<file path="config.mk">
export PLATFORM = sky130hd
export DESIGN_NAME = repeat_iogroup_bank
export DESIGN_NICKNAME = d
export VERILOG_FILES = /design/src/rtl/repeat_iogroup_bank_pkg.sv /design/src/rtl/repeat_iogroup_bank_chan.sv /design/src/rtl/repeat_iogroup_bank.sv
export SDC_FILE = /design/constraint.sdc
export NUM_CORES = 1
export LEC_CHECK = 0
export ABC_AREA = 1
export CAP_MARGIN = 10
export CORE_MARGIN = 1.5
export CORE_UTILIZATION = 30
export CTS_BUF_LIST = sky130_fd_sc_hd__clkbuf_4 sky130_fd_sc_hd__clkbuf_8
export CTS_CLUSTER_SIZE = 8
export DETAILED_ROUTE_END_ITERATION = 7
export PLACE_DENSITY_LB_ADDON = 0.08
export SLEW_MARGIN = 10
export SYNTH_ARGS = -nofsm -noshare
export SYNTH_HDL_FRONTEND = slang
export SYNTH_SLANG_ARGS = --single-unit
</file>
<file path="constraint.sdc">
create_clock -name clk_i -period 1.2 [get_ports clk_i]
set_clock_uncertainty 0.1 [all_clocks]
set_input_delay 0.12 -clock clk_i [delete_from_list [all_inputs] [get_ports clk_i]]
set_output_delay 0.12 -clock clk_i [all_outputs]
set_load 0.01 [all_outputs]
</file>
<file path="src/rtl/repeat_iogroup_bank_pkg.sv">
// Shared constants for the repeated iogroup register bank: word offsets
// inside a channel group, STATUS bit positions and a clog2 helper.
package repeat_iogroup_bank_pkg;

  localparam int AREG_OFS   = 0;
  localparam int STATUS_OFS = 1;

  localparam int LIVE_F0   = 0;
  localparam int LIVE_F1   = 1;
  localparam int STICKY_F0 = 2;
  localparam int STICKY_F1 = 3;

  // Ceiling log2; clog2(1) = 0.
  function automatic int clog2(input int n);
    int r;
    r = 0;
    for (int i = 0; i < 31; i++) begin
      if ((32'sd1 <<< i) < n) begin
        r = i + 1;
      end
    end
    return r;
  endfunction

endpackage

</file>
<file path="src/rtl/repeat_iogroup_bank_chan.sv">
// One channel group: RW control register with write strobe, edge detect on
// the two event inputs and sticky rising-edge flags cleared by writing 1.
module repeat_iogroup_bank_chan
  import repeat_iogroup_bank_pkg::*;
#(
  parameter logic [31:0] AREG_RST = 32'h0000_0000
) (
  input  logic        clk,
  input  logic        rst_n,
  input  logic        areg_we,
  input  logic        status_we,
  input  logic [31:0] wdat,
  input  logic [1:0]  evt,
  output logic [31:0] areg,
  output logic        areg_wr,
  output logic [31:0] status,
  output logic [1:0]  sticky
);

  logic [31:0] areg_r;
  logic        areg_wr_r;
  logic [1:0]  prev_r;
  logic [1:0]  sticky_r;
  logic [1:0]  clr_s;
  logic [1:0]  rise_s;

  // Clear mask from a STATUS write; only the sticky bit positions matter.
  always_comb begin
    clr_s = 2'b00;
    if (status_we) begin
      clr_s = {wdat[STICKY_F1], wdat[STICKY_F0]};
    end else begin
      clr_s = 2'b00;
    end
  end

  assign rise_s = evt & ~prev_r;

  // Control register and its one-cycle write strobe.
  always_ff @(posedge clk or negedge rst_n) begin
    if (!rst_n) begin
      areg_r    <= AREG_RST;
      areg_wr_r <= 1'b0;
    end else begin
      areg_wr_r <= areg_we;
      if (areg_we) begin
        areg_r <= wdat;
      end
    end
  end

  // Edge history and sticky flags; a rising edge beats a same-cycle clear.
  always_ff @(posedge clk or negedge rst_n) begin
    if (!rst_n) begin
      prev_r   <= 2'b00;
      sticky_r <= 2'b00;
    end else begin
      prev_r   <= evt;
      sticky_r <= (sticky_r & ~clr_s) | rise_s;
    end
  end

  // STATUS word: live levels plus sticky flags, upper bits zero.
  always_comb begin
    status            = 32'd0;
    status[LIVE_F0]   = evt[0];
    status[LIVE_F1]   = evt[1];
    status[STICKY_F0] = sticky_r[0];
    status[STICKY_F1] = sticky_r[1];
  end

  assign areg    = areg_r;
  assign areg_wr = areg_wr_r;
  assign sticky  = sticky_r;

endmodule

</file>
<file path="src/rtl/repeat_iogroup_bank.sv">
// Pipelined Wishbone register bank for N_CHAN repeated channel groups.
// Word 2c is channel c control (RW), word 2c+1 its STATUS (live + W1C sticky).
// Reads ack one cycle after acceptance, writes two cycles after; unmapped
// channel indices answer with wb_err_o and read data 0.
// Optional macro REPEAT_IOGROUP_BANK_IRQ_EN adds irq_o (OR of sticky flags).
module repeat_iogroup_bank
  import repeat_iogroup_bank_pkg::*;
#(
  parameter int          N_CHAN   = 4,
  parameter logic [31:0] AREG_RST = 32'h0000_0000,
  localparam int         ADR_W    = clog2(N_CHAN) + 3
) (
  input  logic                  clk_i,
  input  logic                  rst_n_i,
  input  logic                  wb_cyc_i,
  input  logic                  wb_stb_i,
  input  logic [ADR_W-1:2]      wb_adr_i,
  input  logic [3:0]            wb_sel_i,
  input  logic                  wb_we_i,
  input  logic [31:0]           wb_dat_i,
  output logic                  wb_ack_o,
  output logic                  wb_err_o,
  output logic                  wb_rty_o,
  output logic                  wb_stall_o,
  output logic [31:0]           wb_dat_o,
  output logic [32*N_CHAN-1:0]  chan_areg_o,
  output logic [N_CHAN-1:0]     chan_areg_wr_o,
  input  logic [2*N_CHAN-1:0]   chan_evt_i
`ifdef REPEAT_IOGROUP_BANK_IRQ_EN
  ,
  output logic                  irq_o
`endif
);

  localparam int IDX_W = (ADR_W > 3) ? ADR_W - 3 : 1;

  logic              wb_en_s;
  logic              rd_req_s;
  logic              wr_req_s;
  logic              done_s;
  logic              rip_r;
  logic              wip_r;
  logic              ack_r;
  logic              err_r;
  logic [31:0]       dat_r;
  logic [IDX_W-1:0]  adr_idx_s;
  logic              adr_map_s;
  logic [31:0]       rd_dat_s;
  logic              d0_vld_r;
  logic              d0_map_r;
  logic              d0_word_r;
  logic [IDX_W-1:0]  d0_idx_r;
  logic [31:0]       d0_dat_r;
  logic [N_CHAN-1:0] areg_we_s;
  logic [N_CHAN-1:0] status_we_s;
  logic [31:0]       status_s [N_CHAN];
  logic [2*N_CHAN-1:0] sticky_s;
  logic              unused_sel_s;

  assign unused_sel_s = ^wb_sel_i;

  if (ADR_W > 3) begin : g_idx
    assign adr_idx_s = wb_adr_i[ADR_W-1:3];
  end else begin : g_idx_single
    assign adr_idx_s = 1'b0;
  end

  assign wb_en_s    = wb_cyc_i & wb_stb_i;
  assign done_s     = ack_r | err_r;
  assign rd_req_s   = wb_en_s & ~wb_we_i & ~rip_r & ~wip_r;
  assign wr_req_s   = wb_en_s &  wb_we_i & ~rip_r & ~wip_r;
  assign wb_stall_o = ~done_s & wb_en_s;
  assign wb_rty_o   = 1'b0;
  assign wb_ack_o   = ack_r;
  assign wb_err_o   = err_r;
  assign wb_dat_o   = dat_r;

  // Address decode and read mux for the current request.
  always_comb begin
    adr_map_s = 1'b0;
    rd_dat_s  = 32'd0;
    for (int c = 0; c < N_CHAN; c++) begin
      adr_map_s = adr_map_s | (adr_idx_s == IDX_W'(c));
      rd_dat_s  = rd_dat_s | ({32{adr_idx_s == IDX_W'(c)}} &
                  ((wb_adr_i[2] == 1'(STATUS_OFS)) ? status_s[c] : chan_areg_o[32*c +: 32]));
    end
  end

  // Transfer-in-progress flags: set on acceptance, cleared on ack/err.
  always_ff @(posedge clk_i or negedge rst_n_i) begin
    if (!rst_n_i) begin
      rip_r <= 1'b0;
      wip_r <= 1'b0;
    end else begin
      if (rd_req_s) begin
        rip_r <= 1'b1;
      end else if (done_s) begin
        rip_r <= 1'b0;
      end
      if (wr_req_s) begin
        wip_r <= 1'b1;
      end else if (done_s) begin
        wip_r <= 1'b0;
      end
    end
  end

  // d0 stage: captures a write request for application on the next edge.
  always_ff @(posedge clk_i or negedge rst_n_i) begin
    if (!rst_n_i) begin
      d0_vld_r  <= 1'b0;
      d0_map_r  <= 1'b0;
      d0_word_r <= 1'b0;
      d0_idx_r  <= '0;
      d0_dat_r  <= 32'd0;
    end else begin
      d0_vld_r <= wr_req_s;
      if (wr_req_s) begin
        d0_map_r  <= adr_map_s;
        d0_word_r <= wb_adr_i[2];
        d0_idx_r  <= adr_idx_s;
        d0_dat_r  <= wb_dat_i;
      end
    end
  end

  // Response: single-cycle ack or err, read data held between reads.
  always_ff @(posedge clk_i or negedge rst_n_i) begin
    if (!rst_n_i) begin
      ack_r <= 1'b0;
      err_r <= 1'b0;
      dat_r <= 32'd0;
    end else begin
      ack_r <= (rd_req_s & adr_map_s) | (d0_vld_r & d0_map_r);
      err_r <= (rd_req_s & ~adr_map_s) | (d0_vld_r & ~d0_map_r);
      if (rd_req_s) begin
        dat_r <= adr_map_s ? rd_dat_s : 32'd0;
      end else if (d0_vld_r & ~d0_map_r) begin
        dat_r <= 32'd0;
      end
    end
  end

  for (genvar c = 0; c < N_CHAN; c++) begin : g_chan
    assign areg_we_s[c]   = d0_vld_r & d0_map_r & (d0_idx_r == IDX_W'(c)) &
                            (d0_word_r == 1'(AREG_OFS));
    assign status_we_s[c] = d0_vld_r & d0_map_r & (d0_idx_r == IDX_W'(c)) &
                            (d0_word_r == 1'(STATUS_OFS));

    repeat_iogroup_bank_chan #(
      .AREG_RST (AREG_RST)
    ) u_chan (
      .clk       (clk_i),
      .rst_n     (rst_n_i),
      .areg_we   (areg_we_s[c]),
      .status_we (status_we_s[c]),
      .wdat      (d0_dat_r),
      .evt       (chan_evt_i[2*c +: 2]),
      .areg      (chan_areg_o[32*c +: 32]),
      .areg_wr   (chan_areg_wr_o[c]),
      .status    (status_s[c]),
      .sticky    (sticky_s[2*c +: 2])
    );
  end

`ifdef REPEAT_IOGROUP_BANK_IRQ_EN
  logic irq_r;

  // Interrupt: registered OR of every sticky flag.
  always_ff @(posedge clk_i or negedge rst_n_i) begin
    if (!rst_n_i) begin
      irq_r <= 1'b0;
    end else begin
      irq_r <= |sticky_s;
    end
  end

  assign irq_o = irq_r;
`else
  logic unused_sticky_s;
  assign unused_sticky_s = |sticky_s;
`endif

endmodule

</file>
==> results of run 1 <==
## power by group through the flow
stage                     registers [uW]  clock network (uW)  logic, uW
after floorplan                    13100                   0       4360
final                              12200                7570      17300
after global placement             12500                   0      13000
after CTS                          12100                7700      15300
after detailed placement           12500                   0      13100
after global routing               12500                8080      18700
## final cells by class
| class | instances | area share |
|---|---|---|
| Inverter | 64 | 0.0161 |
| Clock inverter | 9 | 0.00328 |
| Clock buffer | 65 | 0.0473 |
| Timing Repair Buffer | 534 | 0.308 |
| Tap cell | 396 | 0.0295 |
| Multi-Input combinational cell | 684 | 0.266 |
| Sequential cell | 221 | 0.329 |
## worst max path at each step
stage                                     end  slack (ps)  cells after the start
floorplan           g_chan[3].u_chan.areg[24]        -110                      7
global placement                 d0_dat_r[25]        -470                      8
detailed placement               d0_dat_r[28]        -500                      8
CTS                                wb_stall_o        -430                      3
global route         g_chan[3].u_chan.areg[1]        -540                      7
finish              g_chan[2].u_chan.areg[30]        -480                      8
## cell usage in the layout, fill, tap and decap left out, types with 39 or more instances in the layout
| cell | instances |
|---|---|
| buf_12 | 41 |
| buf_2 | 147 |
| buf_4 | 209 |
| buf_6 | 39 |
| clkbuf_8 | 49 |
| clkdlybuf4s50_1 | 46 |
| dfrtp_1 | 218 |
| inv_1 | 55 |
| nand2_1 | 243 |
| nand2_2 | 102 |
| nand2_4 | 78 |
| o21ai_1 | 41 |
| o21ai_2 | 135 |
## state kept, by name (all words and copies together), names as in the netlist
name                   count
g_chan.u_chan.prev_r       8
rip_r                      1
wb_err_o                   1
g_chan.u_chan.sticky       8
d0_map_r                   1
d0_vld_r                   1
g_chan.u_chan.areg_wr      4
wip_r                      1
d0_word_r                  1
g_chan.u_chan.areg       128
wb_ack_o                   1
d0_idx_r                   2
d0_dat_r                  32
wb_dat_o                  32
## what timing repair did
action | 4_1_cts | 5_1_grt
pin swaps | 27 | 23
setup endpoints to repair | 372 | 378
endpoints found under the hold margin | 226 | 27
buffers inserted | 125 | 49
cloned | 35 | 7
resized for setup | 975 | 185
## kinds of logic (layout without fill, tap and decap cells)
kind of cell	count (synthesis)	count (layout)
compound gates	179	179
buf+inv	127	672
flops	221	221
other cells	1	1
simple gates	503	504
## per-layer routing
layer	vias to the layer above	track usage
met5	-	0
met4	0	0.0763
met3	82	0.0578
met2	335	0.398
met1	4614	0.320
li1	4384	-
## stage by stage
stage	power, uW	utilization	hold slack, ps	worst slack (ps)
5_1_grt	39300	0.546	-39.5	-543
3_3_place_gp	25600	0.424	-52.1	-472
2_1_floorplan	17400	-	-276	-107
3_5_place_dp	25700	0.424	-54.1	-501
6_report	37100	0.546	-33.8	-481
4_1_cts	35200	0.520	-56.3	-430
==> flow_metrics.py, run 1 <==
metrics = {
    "run_status": {
        "status": "complete, but fails checks",
        "violations": "DRC, hold timing, setup timing",
    },
    "worst_hold_path": {
        "hp-class": "input pin to async pin",
    },
    "power": {
        "p_sw_uw": 13900,
        "clkPwrFrac": 0.204,
        "cellPowerDensity_nw_per_um2": 2210,
        "max-vdd-ir-drop_mv": 0.873,
        "pwr-share-comb": 0.467,
        "p_leak_uw": 0.00870,
        "swShare": 0.374,
        "intPower_uw": 23200,
        "seqPwrFrac": 0.328,
    },
    "setup_path": {
        "cp_cell_sequence": "nand2_4, buf_8, nor3_4, buf_12, nand2_4, clkbuf_16, nand2_1, o21ai_1",
        "critPathKind": "register to register",
        "r2r-start": "d0_vld_r",
        "endpoint_kind": "register",
        "cp_slowest_cell": "dfrtp_1",
        "rrSetupSlack_ps": -480,
        "worstSetupStartpoint": "d0_vld_r",
        "crit_top_cell": "nand2_4",
        "cp_max_fo": 9,
        "rr_worst_depth": 8,
        "crit_arrival_ps": 2030,
        "timing.rr.end": "g_chan[2].u_chan.areg[30]",
        "slowest_delay_ps": 410,
        "crit_family": "buffers and inverters",
        "cp-start-kind": "register",
        "crit_buf_inv": 3,
        "cp.required_ps": 1550,
    },
    "final_layout": {
        "final_cells": 1973,
        "syn_to_final_growth_pct": 78.3,
        "diodes": 0,
        "design_area_um2": 16800,
        "multiInputGateArea_um2": 4480,
        "fin_nets": 1598,
        "drive_gt1_frac": 0.576,
        "seqCellArea_um2": 5530,
        "fill_cells": 2807,
    },
    "sta": {
        "setup_viol": 380,
        "grt_setup_unrepaired": "yes",
        "fmax_mhz": 595,
        "finalSetupTns_ps": -90460,
        "fin_crit_ps": 1680,
        "timing.final.ws_setup_ps": -481,
        "maxSlewViolCount": 0,
        "whs_ps": -33.8,
        "fin_crit_sh": 1.40,
        "hold_violations": 27,
    },
    "synth": {
        "ys.flop_type": "dfrtp_1",
        "synth_cell_type_count": 23,
        "synth_xor_area_frac": 0,
        "async_reset_ff_frac": 1.00,
        "ys_seq_area_frac": 0.587,
        "synth_top_family_by_area": "simple AND/OR/NAND/NOR gates",
        "synthesis.nets": 1083,
        "yosysWarnings": 0,
        "yosysMostFrequentCell": "nand2_1",
        "yosys_register_bits": 221,
        "ys_top_cells_by_count": "nand2_1, dfrtp_1, o21ai_0, o21ai_2, inv_1",
        "syn_area_um2": 9420,
        "synthTopCellsByArea": "dfrtp_1, nand2_1, o21ai_2",
        "syn_inst": 1031,
        "synthAdderAreaFrac": 0,
        "muxShareOfSynthArea": 0,
        "synth_top_area_cell": "dfrtp_1",
        "synth_edf_count": 0,
        "synth_top_cell_area_share": 0.587,
        "synth_compound_area_frac": 0.121,
        "avgSynthCellArea_um2": 9.14,
        "synth-simple-area-share": 0.218,
    },
    "cts": {
        "postCtsHoldBufs": 6,
        "cts_root_buf": "clkbuf_8",
        "clk_path_buf_depth": 3,
        "path_clk_slew_ps": 60,
        "clock_latency_ps": 560,
        "cts_sinks": 221,
        "cts_tree": "done",
        "numCtsBuffers": 41,
        "htreeDepth": 2,
    },
    "place": {
        "gp_congestion": 0.764,
        "port_buffers": 214,
        "place_area_um2": 13000,
        "dp_cells": 1705,
        "dp_hpwl_mm": 21.0,
    },
    "floorplan": {
        "core_area_um2": 30700,
        "ioPinCount": 220,
        "initial_utilization": 0.306,
        "rows": 64,
        "die_area_um2": 32500,
        "die_h_um": 180,
        "die_x_um": 180,
    },
    "routing": {
        "vias": 9415,
        "drtAntennaViolNets": 0,
        "met1_length_mm": 17.1,
        "drc": 15,
        "dr.pass1.iters": 8,
        "wl_mm": 40.8,
        "wl_per_cell_um": 20.7,
        "wl_met3_mm": 2.93,
        "drt_iter0_drc": 498,
        "top_layer": "met4",
        "vias_per_cell": 4.77,
        "wl_met2_mm": 19.6,
    },
    "grt": {
        "grt_pass1_vias": 9577,
        "grt_pass1_wl_mm": 59.8,
        "antenna_found_initial": 0,
        "grt_max_degree": 39,
        "grtUsageTotal": 0.244,
        "gr-total-overflow": 0,
    },
    "flow_run": {
        "max_cap_violations": 0,
    },
}
Note: power is estimated with default switching activity, not from simulation.
==> run 2: changes to the inputs <==
Settings changed: SKIP_CTS_REPAIR_TIMING set to 1.
Clock period 1.2 ns to 1.4 ns, I/O delays scaled along.
==> run 2 against run 1 <==
The run ends with DRC, setup timing left. Count of clock-buffer cells in the layout is 2 higher. Flip-flop and latch count is the same. Combinational power shrank 32%. Critical path type is now register to output pin.
==> flow_metrics.py, run 2 (synthesis results as in run 1) <==
metrics = {
    "sta": {
        "hold_violations": 0,
        "grt_setup_unrepaired": "yes",
        "fin_crit_sh": 1.17,
        "fin_crit_ps": 1640,
        "maxSlewViolCount": 0,
        "fmax_mhz": 611,
        "timing.final.ws_setup_ps": -235,
        "setup_viol": 139,
        "whs_ps": 2.13,
    },
    "setup_path": {
        "cp_slowest_cell": "dfrtp_1",
        "cp-start-kind": "register",
        "slowest_delay_ps": 390,
        "endpoint_kind": "output pin",
        "crit_arrival_ps": 1400,
        "cp_cell_sequence": "or2_4, nor2_1, buf_2",
        "critPathKind": "register to output pin",
        "cp_max_fo": 2,
        "cp.required_ps": 1160,
    },
    "floorplan": {
        "die_h_um": 180,
        "initial_utilization": 0.306,
        "core_area_um2": 30700,
        "die_x_um": 180,
        "rows": 64,
        "die_area_um2": 32500,
        "ioPinCount": 220,
    },
    "grt": {
        "grt_pass1_wl_mm": 47.1,
        "grt_pass1_vias": 7876,
        "met2_usage": 0.297,
        "antenna_found_initial": 0,
        "met1_usage": 0.251,
        "top_usage_layer": "met2",
        "grt_max_degree": 49,
        "grtUsageTotal": 0.187,
        "gr-total-overflow": 0,
        "grtUsageMet3": 0.0540,
    },
    "cts": {
        "clock_latency_ps": 540,
        "clk_path_buf_depth": 3,
        "cts_tree": "done",
        "htreeDepth": 2,
        "cts_root_buf": "clkbuf_8",
        "cts_sinks": 221,
        "path_clk_slew_ps": 60,
        "numCtsBuffers": 41,
    },
    "final_layout": {
        "syn_to_final_growth_pct": 64.5,
        "fill_cells": 2920,
        "seqCellArea_um2": 5530,
        "final_common_cell": "nand2_1",
        "fin_nets": 1456,
        "largest_reg_flops": 128,
        "multiInputGateArea_um2": 4190,
        "drive_gt1_frac": 0.405,
        "final_cell_mix": "nand2_1, dfrtp_1, buf_4, o21ai_2, nand2_4",
    },
    "run_status": {
        "violations": "DRC, setup timing",
        "status": "complete, but fails checks",
    },
    "routing": {
        "drt_iter0_drc": 710,
        "vias": 8678,
        "vias_per_cell": 4.74,
        "drtAntennaViolNets": 0,
        "wl_per_cell_um": 21.0,
        "dr.pass1.iters": 8,
        "wl_mm": 38.5,
        "drc": 24,
    },
    "place": {
        "dp_hpwl_mm": 20.3,
        "gp_congestion": 0.790,
        "port_buffers": 214,
        "post-place-ws_ps": -328,
    },
    "power": {
        "max-vdd-ir-drop_mv": 0.979,
        "cellPowerDensity_nw_per_um2": 1890,
        "p_leak_uw": 0.00867,
    },
    "worst_hold_path": {
        "hp-class": "input pin to async pin",
    },
    "flow_run": {
        "max_cap_violations": 0,
    },
}
[run 2: changes by cell type in the layout (fill, tap and decap cells not counted), moves of 27 or more]
| cell | previous run | this run |
|---|---|---|
| buf_2 | 147 | 2 |
| buf_4 | 209 | 102 |
| dlymetal6s2s_1 | 0 | 84 |
| clkbuf_2 | 0 | 76 |
| nand2_2 | 102 | 43 |
| nand2_1 | 243 | 295 |
| o21ai_2 | 135 | 94 |
| o21ai_0 | 1 | 36 |
| buf_16 | 28 | 1 |
[run 2: worst max-delay path: cells and delay by family, from the launching register on]
kind	cells	cell delay, ps
and+or+nand+nor	2	320
DFF	1	390
buffers and inverters	1	130
[run 2: final timing paths]
kind / from / end / slack (ps) / cells past startpoint
setup / recovery: wb_ack_o / wb_stall_o / -240 / 3
hold / removal: rst_n_i / g_chan[3].u_chan.prev_r[0] / 2 / 2
setup reg to reg: d0_map_r / g_chan[3].u_chan.areg[15] / -170 / 6
hold reg to reg: g_chan[0].u_chan.prev_r[1] / g_chan[0].u_chan.sticky[1] / 310 / 1
max in group asynchronous: rst_n_i / d0_idx_r[1] / 570 / 3
min in group clk_i: chan_evt_i[4] / g_chan[2].u_chan.prev_r[0] / 30 / 1
[run 2: final cells by class]
cell class	instances	area share
clock inverter	6	0.00226
multi-input combinational	686	0.270
clock buffer	67	0.0534
timing repair buffer	390	0.269
antenna	1	0.000161
inverter	64	0.0163
tap	396	0.0320
sequential	221	0.357
[run 2: power breakdown]
group	switching [uW]	leakage (uW)	internal (uW)
registers	2220	0.00286	8800
logic	5880	0.00536	5910
clock network	2790	0.000459	3730
[run 2: layer usage]
metal  share of wire  routed length, um
met5               0                  0
met4           0.016                620
met1            0.46              17900
met2            0.45              17500
met3           0.066               2530
[run 2: through the flow]
stage,power (uW),TNS [ps],cells,instance area (um^2),utilization
2_1_floorplan,14600,0,1031,9420,-
3_3_place_gp,20400,-17820,1633,12400,0.403
3_5_place_dp,20500,-19990,1633,12400,0.403
4_1_cts,27200,-64770,1706,13200,0.431
5_1_grt,31100,-25780,1830,15500,0.504
6_report,29300,-14910,1831,15500,0.504
